[src/rtl/serial_adder.sv]
// Bit-serial unsigned adder: WIDTH-bit operands summed one bit per clock, LSB first.
// Each bit passes through two half-adder stages with a registered carry between bits.
`timescale 1ns/1ps
module serial_adder #(
  parameter int unsigned WIDTH = 8
) (
  input  logic             clk,
  input  logic             rst_n,
  input  logic             start,
  input  logic [WIDTH-1:0] a,
  input  logic [WIDTH-1:0] b,
  output logic             busy,
  output logic             done,
  output logic [WIDTH-1:0] sum,
  output logic             cout
);

  localparam int unsigned CW = (WIDTH > 1) ? $clog2(WIDTH) : 1;

  typedef enum logic [1:0] {IDLE, ADD, DONE} state_t;

  state_t           state_q, state_d;
  logic [WIDTH-1:0] a_sh_q, a_sh_d, b_sh_q, b_sh_d;
  logic [WIDTH-1:0] sum_d;
  logic [CW-1:0]    count_q, count_d;
  logic             carry_q, carry_d;
  logic             busy_d, done_d, cout_d;

  // Full-adder slice on the current LSB pair
  logic s1, c1, s, c2, carry_nxt;
  always_comb begin
    s1        = a_sh_q[0] ^ b_sh_q[0];
    c1        = a_sh_q[0] & b_sh_q[0];
    s         = s1 ^ carry_q;
    c2        = s1 & carry_q;
    carry_nxt = c1 | c2;
  end

  always_ff @(posedge clk or negedge rst_n) begin
    if (!rst_n) begin
      state_q <= IDLE;
      a_sh_q  <= '0;
      b_sh_q  <= '0;
      count_q <= '0;
      carry_q <= 1'b0;
      busy    <= 1'b0;
      done    <= 1'b0;
      sum     <= '0;
      cout    <= 1'b0;
    end else begin
      state_q <= state_d;
      a_sh_q  <= a_sh_d;
      b_sh_q  <= b_sh_d;
      count_q <= count_d;
      carry_q <= carry_d;
      busy    <= busy_d;
      done    <= done_d;
      sum     <= sum_d;
      cout    <= cout_d;
    end
  end

  always_comb begin
    state_d = state_q;
    a_sh_d  = a_sh_q;
    b_sh_d  = b_sh_q;
    count_d = count_q;
    carry_d = carry_q;
    busy_d  = busy;
    done_d  = 1'b0;
    sum_d   = sum;
    cout_d  = cout;
    case (state_q)
      IDLE: begin
        if (start) begin
          state_d = ADD;
          a_sh_d  = a;
          b_sh_d  = b;
          count_d = '0;
          carry_d = 1'b0;
          sum_d   = '0;
          cout_d  = 1'b0;
          busy_d  = 1'b1;
        end
      end
      ADD: begin
        sum_d   = {s, sum[WIDTH-1:1]};
        a_sh_d  = a_sh_q >> 1;
        b_sh_d  = b_sh_q >> 1;
        carry_d = carry_nxt;
        count_d = count_q + CW'(1);
        // Last bit: latch the final carry and leave ADD
        if (count_q == CW'(WIDTH - 1)) begin
          cout_d  = carry_nxt;
          state_d = DONE;
          busy_d  = 1'b0;
          done_d  = 1'b1;
        end
      end
      DONE: begin
        state_d = IDLE;
      end
      default: begin
        state_d = IDLE;
        busy_d  = 1'b0;
      end
    endcase
  end

endmodule

[config.mk]
export PLATFORM = sky130hd
export DESIGN_NAME = serial_adder
export DESIGN_NICKNAME = d
export VERILOG_FILES = /design/src/rtl/serial_adder.sv
export SDC_FILE = /design/constraint.sdc
export NUM_CORES = 1
export LEC_CHECK = 0
export CAP_MARGIN = 40
export CORE_ASPECT_RATIO = 1.75
export CORE_MARGIN = 3
export CORE_UTILIZATION = 45
export DETAILED_ROUTE_END_ITERATION = 10
export PLACE_DENSITY_LB_ADDON = 0.2
export SLEW_MARGIN = 15
export SYNTH_ARGS = -nofsm -noshare
export SYNTH_HDL_FRONTEND = slang
export SYNTH_SLANG_ARGS = --single-unit
[constraint.sdc]
create_clock -name clk -period 1.2 [get_ports clk]
set_input_delay 0.24 -clock clk [delete_from_list [all_inputs] [get_ports clk]]
set_output_delay 0.24 -clock clk [all_outputs]
set_load 0.05 [all_outputs]
== Yosys cells after proc, flatten, opt, wreduce, memory -nomap -nowiden ==
Cells that the tools add are included.
Storage, ports and cells
  bits in registers: 33
  input bits: 19
  output and inout bits: 11
  logic and storage cells: 47
Cells by class
  $add $sub $neg: 1
  equality and inequality tests: 5
  multiplexer cells: 20
  bitwise operators: 6
  reductions and logical operators: 6
Operators with widths (number)
  one-hot mux 8 bit (2 select lines): 3
  two-way mux 8 bit: 3
  two-way mux 1 bit: 6
  one-hot mux 3 bit (2 select lines): 1
  AND reduction 3 bit: 2
  two-way mux 2 bit: 2
  inequality test 2 bit, second input constant: 2
  one-hot mux 1 bit (2 select lines): 2
  one-hot mux 2 bit (2 select lines): 1
  AND reduction 2 bit: 2
  adder 3 x 1 -> 3 bit, second input constant: 1
  == test 3 bit, second input constant: 1
  two-way mux 3 bit: 1
  one-hot mux 1 bit (3 select lines): 1
  bitwise AND 1 bit: 2
  == test 2 x 1 -> 1 bit, second input constant: 1
  == test 2 bit, second input constant: 1
  logical NOT 2 bit: 1
  nonzero test 2 bit: 1
  bitwise XOR 1 bit: 2
  NOT 1 bit: 1
  OR 1 bit: 1

== Longest topological paths before layout ==
  depth after elaboration: 5
  gate-level depth with buffers: 5
  gate-level depth less buffers: 5

== Worst setup path before layout ==
OpenSTA, ideal clock, no wires.
  kind: reg-to-reg
  start: register state_q[1]
  end: register b_sh_q[5]
  library setup time: 0.124 ns
  arrival time: 1.091 ns
  setup slack: -0.014 ns
  stages on the path, launching flop included: 5
  buffers on the path: 1
  period minus slack after synthesis: 1.214 ns
  path through: dfrtp_1 > buf_6 > or4b_1 > o21ai_0 > a21oi_1
On the way
  longest elaborated chain between the ends: 3
  elaborated cells on any way between the ends: 6
  those cells by class: 2 x eq/ne; 1 x mux; 3 x reduce/logical
RTL lines
  start: declaration: RTL line 22  | state_t state_q, state_d;
  start signal: assignment: RTL line 51  | state_q <= state_d;
  == test 2 x 1 -> 1 bit or logical NOT 2 bit (tied branches): RTL line 73  | case (state_q)
  nonzero test 2 bit (no line) or inequality test 2 bit (tied branches)
  AND reduction 2 bit (no line)
  end signal: assignment: RTL line 53  | b_sh_q <= b_sh_d;
  end: declaration: RTL line 23  | logic [WIDTH-1:0] a_sh_q, a_sh_d, b_sh_q, b_sh_d;
Several ways; a longest one is shown, not always the timed one.
A chain may end at the register's enable or synchronous reset.

== Final worst setup path ==
Ends and elaborated chain as after synthesis.

==> metrics <==
Port Buffer Count=29; share of final-layout standard cells stronger than drive strength 1=26.4%; CTS max path bufs=2; yosys synthesis warning count=0; Cell Area, Placed=1960 um2; mean routed wirelength per cell=15.8 um; status=finished, final reports clean; Fin Hold WS=0.317 ns; share of the synthesized area in the top cell type=57.8%; GR Util All Layers=18.9%; R2R cell count=3; Die Footprint=3910 um2; post-layout instance count excluding filler cells=216; R2R setup slack=0.01 ns; overflow left after global routing=0; clock edge transition at the registers on the reported setup and hold paths=0.07 ns; WP data arrival=1.34 ns; GPL Wtd Cong=0.749; maximum number of pins on one net before global-route repair=34; Total Routed Length=3.41 mm; Critical Path RT=1.35 ns; htree depth=2; setup TNS=0 ns; highest fanout seen on the critical path=6; mapped cell area=1430 um2; clock buffer count from CTS=5; total iterations of the first detailed-routing run=4; Synth async-reset ratio=100%; global-route wire length before repair=5.71 mm; beginning of the worst register-to-register path=state_q[1]$_DFFE_PN0P_; DR vias/cell=5.55; kind of critical path=reg -> reg; FF-to-FF End=b_sh_q[5]$_DFFE_PN0P_; number of antenna violations at the first check in global routing=0; Final Hold Vio Count=0; number of endpoints failing setup at the final stage=0; cts-stage hold buffer count=0; most area-consuming cells after synthesis=sky130_fd_sc_hd__dfrtp_1 58%, sky130_fd_sc_hd__o22ai_1 11%, sky130_fd_sc_hd__a22o_1 6.7%, sky130_fd_sc_hd__a21oi_1 5.3%, sky130_fd_sc_hd__o21ai_0 2.5%; initial drt markers=23; Die Span X=48.6 um; class of the most critical hold timing path=in -> async; final critical path time including I/O delays and setup=1.19 ns; instance count after placement with tap cells included=203; worst relative slew slack=76.4%; relative area change from synthesis to final layout=49.0%; P per Cell Area=2780 nW/um2; max-slew violation total from the final report=0; worst slack after detailed placement=-0.353 ns; transition time at the pin with the least slew margin=0.353 ns; count of standard-cell rows=26; library cells used by synthesis=22; Final period util=98.8%; min setup slack post-route=0.0146 ns; initial standard-cell utilization of the core=47.7%; kind of end point of the critical path=register; proportion of synthesized chip area in sequential cells=57.8%; crit start category=register; start point of the critical path=state_q[1]$_DFFE_PN0P_; Leakage Power=0.912 nW; Net count, final=195; vias=1199; maximum operating frequency=844 MHz; post-route cell area=2130 um2; area of the core=2990 um2; post-layout utilization of the core=71.2%; clk_skew=0.00679 ns; clock tree from TritonCTS=built; Routed Antenna Nets=0; syn_nets=150; VDD IR-drop max=2.02 mV; die height=80.5 um; Gate Count Post-Synth=128; number of global-route vias before repair=1266; syn avg cell area=11.2 um2; post-synth top area cell=sky130_fd_sc_hd__dfrtp_1; Top-Level Pins=30; antenna cell count=0; RSZ-0062 raised after global routing=true; power consumption=5.92 mW; Clk Tree Root Cell=sky130_fd_sc_hd__clkbuf_8; HPWL after detailed placement=2.35 mm; later-pin clock latency in the skew report=0.28 ns; DRC errors left=0; primary flip-flop cell chosen by synthesis mapping=sky130_fd_sc_hd__dfrtp_1; flops & latches, synth=33; number of enable-type register cells in the synthesized netlist=0; Max-Cap Viols=0; # clock sinks=33
## kinds of logic (layout without fill, tap and decap cells)
family | count (synthesis) | count (layout) | share of synthesized area (%)
AO/OA/AOI/OAI | 61 | 61 | 27.1
flip-flops | 33 | 33 | 57.8
AND/OR/NAND/NOR | 18 | 18 | 7.01
buffers and inverters | 13 | 59 | 4.90
adder cells (fa/ha/maj) | 3 | 3 | 3.15
## final cells by class
cell class              count  area [um2]
flip-flops and latches     33         828
fillers                   239         863
clock inverters             2        10.0
clock buffers               6        72.6
well taps                  42        52.6
inverters                   4        18.8
repair buffers             47         579
multi-input cells          82         568
## per-layer routing
layer  wire length [um]  track usage [%]
met2               1890             32.7
met5                  0                0
met4                 43             8.55
met3                148             5.01
met1               1320             21.8
## state kept, by name, summed over array words and instances (netlist names)
register / count
sum: 8
b_sh_q: 8
cout: 1
carry_q: 1
busy: 1
state_q: 2
done: 1
count_q: 3
a_sh_q: 8
## cells in the mapped netlist (all sizes together) (2+ instances only)
cell    number
dfrtp       33
o22ai       26
a21oi       15
a22o        11
buf          8
nand2        7
o21ai        7
inv          4
nand2b       3
and2         2
ha           2
nor2         2
nor2b        2
## repair_timing
item	4_1_cts	5_1_grt
setup buffers	2	3
gates resized for setup	6	7
endpoints found under the setup margin	19	31
pin swaps	2	1
## worst max-delay path, stage by stage (launching register included)
cell and delay, ns:
sky130_fd_sc_hd__dfrtp_2 0.45, sky130_fd_sc_hd__or4b_1 0.48, sky130_fd_sc_hd__o21ai_1 0.08, sky130_fd_sc_hd__a21oi_1 0.05
## how the worst max path moves through the flow
stage	to	slack [ns]	cells past startpoint
after global routing	b_sh_q[5]$_DFFE_PN0P_	-0.03	3
after global placement	b_sh_q[5]$_DFFE_PN0P_	-0.32	4
after detailed placement	b_sh_q[5]$_DFFE_PN0P_	-0.35	4
final	b_sh_q[5]$_DFFE_PN0P_	0.01	3
after floorplan	b_sh_q[5]$_DFFE_PN0P_	0.01	3
after CTS	cout$_DFFE_PN0P_	-0.005	3
## report_power, final
part	switching [mW]	internal (mW)	leakage (nW)	total (mW)
logic	1.43	1.60	0.468	3.02
registers	0.482	1.61	0.399	2.09
clock network	0.399	0.401	0.0450	0.800
## placed cells by master, fill, tap and decap left out
cell type,count
sky130_fd_sc_hd__ha_2,1
sky130_fd_sc_hd__a21oi_1,15
sky130_fd_sc_hd__dlygate4sd2_1,1
sky130_fd_sc_hd__clkinvlp_4,1
sky130_fd_sc_hd__nor2_1,2
sky130_fd_sc_hd__nor2b_2,1
sky130_fd_sc_hd__and2_1,2
sky130_fd_sc_hd__a22o_1,11
sky130_fd_sc_hd__dfrtp_1,31
sky130_fd_sc_hd__nor2b_4,1
sky130_fd_sc_hd__buf_12,14
sky130_fd_sc_hd__ha_4,1
sky130_fd_sc_hd__clkdlybuf4s50_1,17
sky130_fd_sc_hd__fa_2,1
sky130_fd_sc_hd__or4b_1,1
sky130_fd_sc_hd__nand2b_1,2
sky130_fd_sc_hd__o21ai_0,6
sky130_fd_sc_hd__inv_1,3
sky130_fd_sc_hd__buf_4,13
sky130_fd_sc_hd__o211ai_1,1
sky130_fd_sc_hd__nand2b_4,1
sky130_fd_sc_hd__nand2_1,7
sky130_fd_sc_hd__clkinv_2,2
sky130_fd_sc_hd__nand3_1,1
sky130_fd_sc_hd__buf_6,2
sky130_fd_sc_hd__dfrtp_2,2
sky130_fd_sc_hd__clkbuf_8,5
sky130_fd_sc_hd__clkbuf_1,1
sky130_fd_sc_hd__o21bai_4,1
sky130_fd_sc_hd__o22ai_1,26
sky130_fd_sc_hd__o21ai_1,1
Power figures use the tool's default switching activity.
